$ cat src/rtl/ov7670_pixel_writer.sv
// OV7670 write-side producer: pairs RGB565 bytes into 16-bit FIFO words,
// gates frames on vsync and lines on href, tracks geometry and overflow.
//
// Ports:
//   clk_write    camera PCLK, all logic on posedge
//   rst_n        async active-low reset
//   enable       capture enable, acted on only at frame boundaries
//   cam_vsync    camera vsync (PCLK-synchronous), polarity set by VSYNC_POL
//   cam_href     camera href, high during active bytes
//   cam_d        camera data byte
//   full         FIFO full (write-domain registered)
//   write        FIFO write strobe, one cycle per word
//   data_write   RGB565 word {first byte, second byte}
//   frame_active high while capturing
//   frame_done   one-cycle pulse at end of each captured frame
//   line_cnt     lines completed in the current frame (saturating)
//   size_err     last frame's geometry differed from H_ACTIVE x V_ACTIVE
//   drop_cnt     saturating count of words lost to full
module ov7670_pixel_writer #(
    parameter int H_ACTIVE   = 640,
    parameter int V_ACTIVE   = 480,
    parameter bit VSYNC_POL  = 1'b1,
    parameter int DROP_CNT_W = 16
) (
    input  logic                  clk_write,
    input  logic                  rst_n,
    input  logic                  enable,
    input  logic                  cam_vsync,
    input  logic                  cam_href,
    input  logic [7:0]            cam_d,
    input  logic                  full,
    output logic                  write,
    output logic [15:0]           data_write,
    output logic                  frame_active,
    output logic                  frame_done,
    output logic [9:0]            line_cnt,
    output logic                  size_err,
    output logic [DROP_CNT_W-1:0] drop_cnt
);

    // One spare bit so the saturated pixel count can never equal H_ACTIVE.
    localparam int PW = $clog2(H_ACTIVE + 2) + 1;

    typedef enum logic [1:0] {
        S_IDLE,
        S_WAIT,
        S_CAP,
        S_END
    } state_t;

    state_t                  state_q, state_d;
    logic                    vs_q;
    logic                    href_q;
    logic                    phase_q, phase_d;
    logic [7:0]              hi_q, hi_d;
    logic [PW-1:0]           pix_q, pix_d;
    logic [9:0]              line_q, line_d;
    logic                    lerr_q, lerr_d;
    logic                    serr_q, serr_d;
    logic                    wr_q, wr_d;
    logic [15:0]             dw_q, dw_d;
    logic [DROP_CNT_W-1:0]   drop_q, drop_d;

    logic vs;
    logic vs_fall;
    logic vs_rise;
    logic href_fall;

    assign vs        = cam_vsync ^ ~VSYNC_POL;
    assign vs_fall   = vs_q & ~vs;
    assign vs_rise   = ~vs_q & vs;
    assign href_fall = href_q & ~cam_href;

    always_ff @(posedge clk_write or negedge rst_n) begin
        if (!rst_n) begin
            state_q <= S_IDLE;
            vs_q    <= 1'b0;
            href_q  <= 1'b0;
            phase_q <= 1'b0;
            hi_q    <= 8'h00;
            pix_q   <= '0;
            line_q  <= 10'd0;
            lerr_q  <= 1'b0;
            serr_q  <= 1'b0;
            wr_q    <= 1'b0;
            dw_q    <= 16'h0000;
            drop_q  <= '0;
        end else begin
            state_q <= state_d;
            vs_q    <= vs;
            href_q  <= cam_href;
            phase_q <= phase_d;
            hi_q    <= hi_d;
            pix_q   <= pix_d;
            line_q  <= line_d;
            lerr_q  <= lerr_d;
            serr_q  <= serr_d;
            wr_q    <= wr_d;
            dw_q    <= dw_d;
            drop_q  <= drop_d;
        end
    end

    always_comb begin
        state_d = state_q;
        phase_d = 1'b0;
        hi_d    = hi_q;
        pix_d   = pix_q;
        line_d  = line_q;
        lerr_d  = lerr_q;
        serr_d  = serr_q;
        wr_d    = 1'b0;
        dw_d    = dw_q;
        drop_d  = drop_q;

        unique case (state_q)
            S_IDLE: begin
                if (enable) state_d = S_WAIT;
            end
            S_WAIT: begin
                if (!enable) begin
                    state_d = S_IDLE;
                end else if (vs_fall) begin
                    state_d = S_CAP;
                    line_d  = 10'd0;
                    pix_d   = '0;
                    lerr_d  = 1'b0;
                end
            end
            S_CAP: begin
                if (cam_href) begin
                    phase_d = ~phase_q;
                    if (!phase_q) begin
                        hi_d = cam_d;
                    end else begin
                        // Geometry counts every word, written or dropped.
                        if (pix_q != '1) pix_d = pix_q + 1'b1;
                        if (full) begin
                            if (drop_q != '1) drop_d = drop_q + 1'b1;
                        end else begin
                            wr_d = 1'b1;
                            dw_d = {hi_q, cam_d};
                        end
                    end
                end
                if (href_fall) begin
                    if (line_q != 10'h3FF) line_d = line_q + 10'd1;
                    // A dangling odd byte also marks the line bad.
                    if (pix_q != PW'(H_ACTIVE) || phase_q) lerr_d = 1'b1;
                    pix_d = '0;
                end
                if (vs_rise) begin
                    state_d = S_END;
                    if (cam_href) lerr_d = 1'b1;
                end
            end
            S_END: begin
                serr_d  = (line_q != 10'(V_ACTIVE)) | lerr_q;
                state_d = enable ? S_WAIT : S_IDLE;
            end
            default: state_d = S_IDLE;
        endcase
    end

    assign write        = wr_q;
    assign data_write   = dw_q;
    assign frame_active = (state_q == S_CAP);
    assign frame_done   = (state_q == S_END);
    assign line_cnt     = line_q;
    assign size_err     = serr_q;
    assign drop_cnt     = drop_q;

endmodule

$ cat config.mk
export PLATFORM = sky130hd
export DESIGN_NAME = ov7670_pixel_writer
export DESIGN_NICKNAME = d
export VERILOG_FILES = /design/src/rtl/ov7670_pixel_writer.sv
export SDC_FILE = /design/constraint.sdc
export NUM_CORES = 1
export LEC_CHECK = 0
export ABC_AREA = 1
export CORE_AREA = 2 2 90 92
export DETAILED_ROUTE_END_ITERATION = 6
export DIE_AREA = 0 0 92 94
export GPL_TIMING_DRIVEN = 0
export PLACE_DENSITY_LB_ADDON = 0.15
export SETUP_SLACK_MARGIN = 0.05
export SLEW_MARGIN = 5
export SYNTH_ARGS = -nofsm -noshare
export SYNTH_HDL_FRONTEND = slang
export SYNTH_SLANG_ARGS = --single-unit
export TNS_END_PERCENT = 20
$ cat constraint.sdc
create_clock -name clk_write -period 1.8 [get_ports clk_write]
set_input_delay 0.36 -clock clk_write [delete_from_list [all_inputs] [get_ports clk_write]]
set_output_delay 0.36 -clock clk_write [all_outputs]
set_load 0.02 [all_outputs]
# Word level (Yosys, flattened, before mapping)
# Cells that the tools add are included.
# Widths: inputs -> output; s select.
[totals] regBits=69 word_cells=83
[op_classes] addsub=3 eq_ne=18 mux=31 n_bitwise=9 reduce_logical=10
[ops] operator="$mux 11" n=6
[ops] operator="$mux 10" n=4
[ops] operator="$pmux 11 s2" n=1
[ops] operator="$pmux 10 s2" n=1
[ops] operator="$add 16x1->16 const B" n=1
[ops] operator="$ne 16x16->1 const B" n=1
[ops] operator="$mux 1" n=13
[ops] operator="$add 11x1->11 const B" n=1
[ops] operator="$ne 11x10->1 const B" n=1
[ops] operator="$ne 11x11->1 const B" n=1
[ops] operator="$add 10x1->10 const B" n=1
[ops] operator="$ne 10x10->1 const B" n=1
[ops] operator="$ne 10x9->1 const B" n=1
[ops] operator="$reduce_and 5->1" n=2
[ops] operator="$reduce_and 3->1" n=3
[ops] operator="$mux 2" n=4
[ops] operator="$pmux 2 s4" n=1
[ops] operator="$ne 2x1->1 const B" n=3
[ops] operator="$ne 2x2->1 const B" n=3
[ops] operator="$ne 3x1->1 const B" n=2
[ops] operator="$reduce_and 6->1" n=1
[ops] operator="$not 1->1" n=5
[ops] operator="$eq 2x2->1 const B" n=2
[ops] operator="$reduce_and 4->1" n=1
[ops] operator="other kinds (9)" n=11

# Depth between registers and ports, before layout
# Gate-level depths: netlist of the first run.
[logic_depth] ltp_word=7 depth_mapped=12

# Worst setup path before layout of the first run
# No wires, ideal clock.
[synth_path] path_type="register to register" start="register state_q[0]" end="register pix_q[10]" setup_time_ps=117 arrival_time_ps=1686 required_ps=1683 path_slack_ps=-3 path_stages_with_launch=13 n_path_buf=1 period_less_slack_ps=1803 cell_sequence="dfrtp_1 > inv_1 > ha_1 > inv_1 > nor2_1 > nand2_1 > nand2_1 > nor2_4 > nand2_4 > nand2_4 > buf_6 > nand3_1 > nand2_1"
[synth_between] elab_chain_cells=3 word_cells_on_any_way=10
[synth_rtl] item="from (decl)" line="51" text="state_t state_q, state_d;"
[synth_rtl] item="from (signal assigned)" line="89" text="state_q <= state_d;"
[synth_rtl] item="$eq 2x2->1 *"
[synth_rtl] item="via frame_active" line="34" text="output logic frame_active,"
[synth_rtl] item="$ne 3x1->1 (no line) (tied with other cells)"
[synth_rtl] item="$reduce_and 6->1 (no line)"
[synth_rtl] item="to (signal assigned)" line="94" text="pix_q <= pix_d;"
[synth_rtl] item="to (decl)" line="56" text="logic [PW-1:0] pix_q, pix_d;"
# Mark *: on every way through the listed nets, which the timed path passes. The rest lies on a longest branch.
# A chain may end at the register's enable or synchronous reset.

==> results.json, run 1 <==
{
  "combPwrFrac_pct": 34.6,
  "area_delta_synth_final_pct": 28.79,
  "hold_viol_final": 0,
  "detail_route.wirelength_um": 8312,
  "critPathKind": "reg2reg",
  "cts_buffers": 9,
  "regArea_um2": 1729,
  "total_power_mw": 5.174,
  "setup.worst_path.end_class": "flop",
  "clkTransAtPathRegs_ns": 0.08,
  "synth.yosys.seq_area_share_pct": 45.94,
  "fmax_mhz": 580.7,
  "n_antenna_cell": 0,
  "clock-sinks": 69,
  "synth_cell_types": 34,
  "dr.pass1.iters": 4,
  "fp.dieH_um": 94,
  "switchingPower_mw": 1.844,
  "insertion_delay_ns": 0.35,
  "multi_input_area_um2": 1832,
  "final-instance-count-excl-fill": 666,
  "layout_common_cells": "nand2_1, dfrtp_1, inv_1",
  "ff2ff_setup_slack_ns": 0.08,
  "powerDensity_nw_per_um2": 1069,
  "max-vdd-ir-drop_mv": 0.7308,
  "timing.final.crit_share_pct": 95.67,
  "io_buffers": 59,
  "rsz0062_at_grt": "yes",
  "p_leak_nw": 2.432,
  "synthTopCellsByArea": "dfrtp_1, nand2_1, nand3_1",
  "placedCellCount": 641,
  "slew_violations": 0,
  "avgSynthCellArea_um2": 7.847,
  "max_cap_viol_count": 0,
  "utilization_pct": 63.63,
  "ys_ff_latch": 69,
  "cts_buffer_depth": 2,
  "maxSlewHeadroom_pct": 64.90,
  "drive_above_1_share_pct": 14.36,
  "grt.total_usage_pct": 20.70,
  "finalClockSkew_ns": 0.01180,
  "final_common_cell": "nand2_1",
  "grt_start_max_net_pins": 47,
  "overflow": 0,
  "root_buffer": "clkbuf_8",
  "vias": 3294,
  "dieArea_um2": 8648,
  "antenna_found_initial": 0,
  "synth_top_area_share_pct": 45.94,
  "start_util_pct": 49.41,
  "grt_pass1_vias": 3167,
  "syn_nets": 503,
  "crit_arrival_ns": 1.97,
  "swShare_pct": 35.64,
  "p_int_mw": 3.330,
  "first_iter_violations": 158,
  "final_antenna_net_count": 0,
  "final-setup-viol-count": 0,
  "cp_max_fo": 10,
  "synth_cells": 479,
  "hpwl_um": 5847,
  "syn_area_um2": 3759,
  "fp.dieW_um": 92,
  "cts_tree": "yes",
  "hold_ws_ns": 0.4524,
  "io_pins": 60,
  "drc_errors": 0,
  "clkPwrFrac_pct": 27.6,
  "nets": 583,
  "wl_per_cell_um": 12.48,
  "fill_cells": 707,
  "core_um2": 7607,
  "via_per_inst": 4.946,
  "post-synth-top-area-cell": "dfrtp_1",
  "yosysWarnings": 0,
  "start_kind": "flop",
  "min_path_type": "in2async",
  "period_minus_slack_ns": 1.722,
  "tightest_slew_ns": 0.5264,
  "gp_congestion": 0.8714,
  "row_count": 32,
  "fin_tns_setup_ns": 0,
  "grt_pass1_wl_um": 14240,
  "htree_levels": 3,
  "worstPathRequired_ns": 2.05,
  "pwr-share-seq_pct": 37.8,
  "status": "complete, no violations"
}
==> sequential cells by signal (all words and copies together) (netlist names), named ones only <==
signal and flops:
state_q 1, data_write 16, line_cnt 10, lerr_q 1, hi_q 8, write 1, pix_q 11, phase_q 1
drop_cnt 16, size_err 1, vs_q 1, href_q 1
==> path summary, 6_finish.rpt <==
| path | depth (start not counted) | start | to |
|---|---|---|---|
| setup / recovery | 9 | flop | line_cnt[6] |
| hold / removal | 2 | rst_n | line_cnt[5] |
| setup reg to reg | 9 | flop | line_cnt[6] |
| hold reg to reg | 2 | data_write[11] | data_write[11] |
| max in group asynchronous | 3 | rst_n | line_cnt[0] |
| min in group clk_write | 2 | data_write[11] | data_write[11] |
==> kinds of logic after synthesis <==
logic type | after synthesis | share of synthesized area [%]
and+or+nand+nor | 273 | 32.49
DFF | 69 | 45.94
xor gates and xnor gates | 13 | 3.029
adders and majority gates | 10 | 3.329
AOI/OAI and AO/OA | 50 | 8.189
buffers and inverters | 64 | 7.024
==> per-layer routing <==
| layer | global-route usage (%) | share of wire [%] | wire (um) | vias to the layer above |
|---|---|---|---|---|
| li1 | - | - | - | 1691 |
| met1 | 27.06 | 48 | 3996 | 1529 |
| met2 | 33.64 | 46 | 3821 | 64 |
| met3 | 4.735 | 4.4 | 364 | 10 |
| met4 | 7.960 | 1.6 | 130 | 0 |
| met5 | 0 | 0 | 0 | - |
==> power by group through the flow <==
stage / combinational (mW) / sequential [mW] / clock, mW
after floorplan: 1.03 / 2.03 / 0
after global placement: 1.61 / 1.96 / 0
after detailed placement: 1.65 / 1.96 / 0
after CTS: 1.65 / 1.94 / 1.46
after global routing: 1.96 / 1.99 / 1.53
final: 1.79 / 1.96 / 1.43
==> cell usage after synthesis <==
master    number
nand2_1      156
dfrtp_1       69
inv_1         50
nand3_1       46
nor2_1        34
o21ai_0       22
ha_1          10
nor3_1        10
o21ai_1       10
nand4_1        8
o21ai_2        8
xor2_1         8
inv_2          5
xnor2_1        5
buf_2          4
nand2_4        4
nor2_4         4
a21oi_1        3
a21o_1         2
buf_6          2
clkbuf_1       2
nand2_2        2
nand3_2        2
nor2_2         2
nor4_1         2
a21boi_4       1
a21oi_2        1
a31oi_1        1
buf_4          1
nor3_4         1
nor3b_1        1
o21bai_1       1
o22ai_1        1
or2_2          1
==> critical path, stage by stage, from the launching register on <==
cell and delay [ns]:
dfrtp_2 0.43, inv_2 0.07, ha_1 0.29, a21boi_4 0.21, nand2_4 0.11, nor2_4 0.18, inv_2 0.07, buf_6 0.14
nand2_1 0.07, o21ai_2 0.05
==> timing repair <==
action,4_1_cts,5_1_grt
endpoints found under the hold margin,23,0
gates cloned,0,0
endpoints found under the setup margin,78,43
hold buffers,1,0
buffers inserted,1,7
gates resized for setup,30,21
pin swaps,2,5
==> cell type report <==
type / count / area share, %
plain buffers: 9 / 1.266
clock buffers: 10 / 2.843
clock inverters: 6 / 1.783
inverters: 55 / 4.265
multi-input cells: 346 / 37.84
flip-flops and latches: 69 / 35.72
well taps: 102 / 2.636
repair buffers: 69 / 13.65
==> per-stage QoR <==
step	area, um^2	setup slack [ns]
after floorplan	3761	0.08852
after global placement	4479	-2.036
after detailed placement	4504	-0.2373
after CTS	4727	-0.004691
after global routing	4841	-0.01519
final	4841	0.07801
(Power assumes the default switching activity.)
==> inputs of run 2 (changes only) <==
--- a/config.mk
+++ b/config.mk
@@ -5,10 +5,10 @@
 export SDC_FILE = /design/constraint.sdc
 export NUM_CORES = 1
 export LEC_CHECK = 0
-export ABC_AREA = 1
-export CORE_AREA = 2 2 90 92
+export ABC_AREA = 0
+export CORE_AREA = 2 2 85 87
 export DETAILED_ROUTE_END_ITERATION = 6
-export DIE_AREA = 0 0 92 94
+export DIE_AREA = 0 0 87 89
 export GPL_TIMING_DRIVEN = 0
 export PLACE_DENSITY_LB_ADDON = 0.15
 export SETUP_SLACK_MARGIN = 0.05
==> run 2 against run 1 <==
- the flow now finishes with violations (negative setup slack)
- die area decreased by 10%
- hold slack better by 0.021 ns
- final cell count down 21%
- flip-flop and latch count unchanged
- critical path depth is 3 lower
- critical endpoint is now pix_q[9]
- largest power group is now combinational logic
==> results.json, run 2 <==
{
  "final-setup-viol-count": 28,
  "detail_route.wirelength_um": 8233,
  "hold_viol_final": 0,
  "setup.worst_path.end_class": "flop",
  "syn_area_um2": 3358,
  "critPathKind": "reg2reg",
  "io_buffers": 59,
  "tightest_slew_ns": 0.5319,
  "drc_errors": 0,
  "ys_ff_latch": 69,
  "first_iter_violations": 112,
  "synth_cells": 343,
  "cp_max_fo": 3,
  "synth_ff_type": "dfrtp_1",
  "worstPathRequired_ns": 2.02,
  "vias": 2919,
  "synthTopCellsByArea": "dfrtp_1, nand2_1, xnor2_1",
  "synth-edff-count": 0,
  "min_path_type": "reg2reg",
  "grt_start_max_net_pins": 38,
  "slew_violations": 0,
  "htree_levels": 3,
  "synth_most_common_cell": "nand2_1",
  "finalClockSkew_ns": 0.01074,
  "post-synth-top-area-cell": "dfrtp_1",
  "synth_cell_types": 59,
  "max-vdd-ir-drop_mv": 0.7059,
  "period_minus_slack_ns": 2.046,
  "avgSynthCellArea_um2": 9.791,
  "overflow": 0,
  "final_common_cell": "nand2_1",
  "grt_pass1_wl_um": 13500,
  "p_leak_nw": 2.338,
  "powerDensity_nw_per_um2": 1101,
  "fp.dieH_um": 89,
  "insertion_delay_ns": 0.35,
  "syn_nets": 367,
  "grt.total_usage_pct": 22.54,
  "fill_cells": 485,
  "failed_checks": "negative setup slack",
  "regArea_um2": 1729,
  "root_buffer": "clkbuf_8",
  "maxSlewHeadroom_pct": 64.28,
  "core_um2": 6719,
  "final_antenna_net_count": 0,
  "place_ws_ns": -0.6361,
  "dieArea_um2": 7743,
  "area_delta_synth_final_pct": 42.32,
  "start_util_pct": 49.98,
  "antenna_found_initial": 0,
  "fmax_mhz": 488.9,
  "gp_congestion": 0.8628,
  "fp.dieW_um": 87,
  "n_antenna_cell": 0,
  "cp_slowest_stage_delay_ns": 0.42,
  "synth.yosys.seq_area_share_pct": 51.42,
  "cp_slowest_cell": "dfrtp_1",
  "hpwl_um": 5173,
  "status": "finished with violations",
  "placed_area_um2": 4114,
  "via_per_inst": 5.539,
  "clock-sinks": 69,
  "crit_arrival_ns": 2.27,
  "drive_above_1_share_pct": 23.71,
  "async_reset_ff_share_pct": 100.0,
  "utilization_pct": 71.14,
  "io_pins": 60,
  "synth_top_area_share_pct": 51.42,
  "grt.busiest_layer": "met2",
  "synth_common_cells": "nand2_1, dfrtp_1, xnor2_1, nand3_1, nor2_1",
  "dr.pass1.iters": 5,
  "layout_common_cells": "nand2_1, dfrtp_1, clkdlybuf4s50_1",
  "path_cells": "buf_4 > buf_4 > ha_4 > a2111o_1 > or2_4 > o31ai_1",
  "clkTransAtPathRegs_ns": 0.08,
  "cts_tree": "yes",
  "grt_use_met2_pct": 36.36,
  "wl_per_cell_um": 15.62,
  "met3_usage_pct": 6.094,
  "row_count": 30,
  "max_cap_viol_count": 0,
  "cts_buffers": 9,
  "rsz0062_at_grt": "yes",
  "critical_path.most_common_cell": "buf_4",
  "nets": 466,
  "cts_buffer_depth": 2,
  "finish.instance_area_um2": 4780,
  "multi_input_area_um2": 1789,
  "grtUsageMet1_pct": 28.90,
  "total_power_mw": 5.260,
  "timing.final.crit_share_pct": 113.6,
  "grt_pass1_vias": 2791,
  "start_kind": "flop",
  "setup_ws_ns": -0.2455,
  "yosysWarnings": 0
}
## run 2: cell types whose count changed after synthesis, moves of 6 or more
| cell | previous run | this run |
|---|---|---|
| nor2_1 | 34 | 14 |
| a21oi_1 | 3 | 12 |
| o21ai_1 | 10 | 1 |
| and4_1 | 0 | 6 |
| o21ai_2 | 8 | 1 |
| xnor2_1 | 5 | 18 |
| inv_1 | 50 | 12 |
| nand2_1 | 156 | 91 |
| nand3_1 | 46 | 15 |
| o21ai_0 | 22 | 6 |
## run 2: repair_timing
| action | 4_1_cts | 5_1_grt |
|---|---|---|
| hold buffers | 1 | 0 |
| setup buffers | 20 | 10 |
| gates resized for setup | 66 | 32 |
| endpoints found under the setup margin | 84 | 69 |
| endpoints found under the hold margin | 32 | 0 |
| pin swaps | 22 | 19 |
| gates cloned | 0 | 0 |
## run 2: routing by layer
metal	share of wire, %	vias up	wire length [um]
li1	-	1396	-
met1	44	1414	3601
met2	49	91	4024
met3	5.3	18	433
met4	2.1	0	174
met5	0	-	0
## run 2: metrics by stage
stage | TNS [ns] | cells | hold slack, ns
after floorplan | -0.9016 | 343 | 0.06441
after CTS | -1.378 | 519 | 0.4762
after global routing | -5.857 | 527 | 0.4911
after global placement | -158.41 | 482 | 0.4470
final | -2.940 | 527 | 0.4739
after detailed placement | -22.28 | 483 | 0.3371
## run 2: worst paths after layout
check	start	endpoint	slack, ns	depth (start not counted)
setup reg to reg	state_q[0]	pix_q[9]	-0.25	6
hold / removal	hi_q[4]	data_write[12]	0.47	2
hold reg to reg	hi_q[4]	data_write[12]	0.47	2
max in group asynchronous	rst_n	phase_q	0.76	3
min in group asynchronous	rst_n	hi_q[1]	0.51	2
setup / recovery	state_q[0]	pix_q[9]	-0.25	6
## run 2: final cells by class
type	instances	area share, %
well taps	80	2.094
clock inverters	6	1.466
plain buffers	6	0.8639
clock buffers	10	2.880
inverters	14	1.283
multi-input cells	253	37.43
flip-flops and latches	69	36.18
repair buffers	89	17.80
## run 2: report_power, final
group          leakage, nW  internal (mW)  switching (mW)  total [mW]
combinational         1.31          0.970            1.09        2.06
sequential           0.932           1.74           0.148        1.89
clock               0.0951          0.684           0.629        1.31
## run 2: logic make-up (layout without fill, tap and decap cells)
family	Yosys count	count (layout)	synth area share, %
XOR/XNOR	23	23	5.998
flip-flops	69	69	51.42
buffers and inverters	21	125	2.682
AND/OR/NAND/NOR	177	177	26.79
multiplexers	3	3	0.9314
AO/OA/AOI/OAI	40	40	8.458
adder cells (fa/ha/maj)	10	10	3.726
## run 2: worst max-delay path, delay by kind of cell (launching register included)
| kind | cells | cell delay (ns) |
|---|---|---|
| AOI/OAI and AO/OA | 2 | 0.76 |
| DFF | 1 | 0.42 |
| and+or+nand+nor | 1 | 0.30 |
| buffers and inverters | 2 | 0.28 |
| adders and majority gates | 1 | 0.16 |
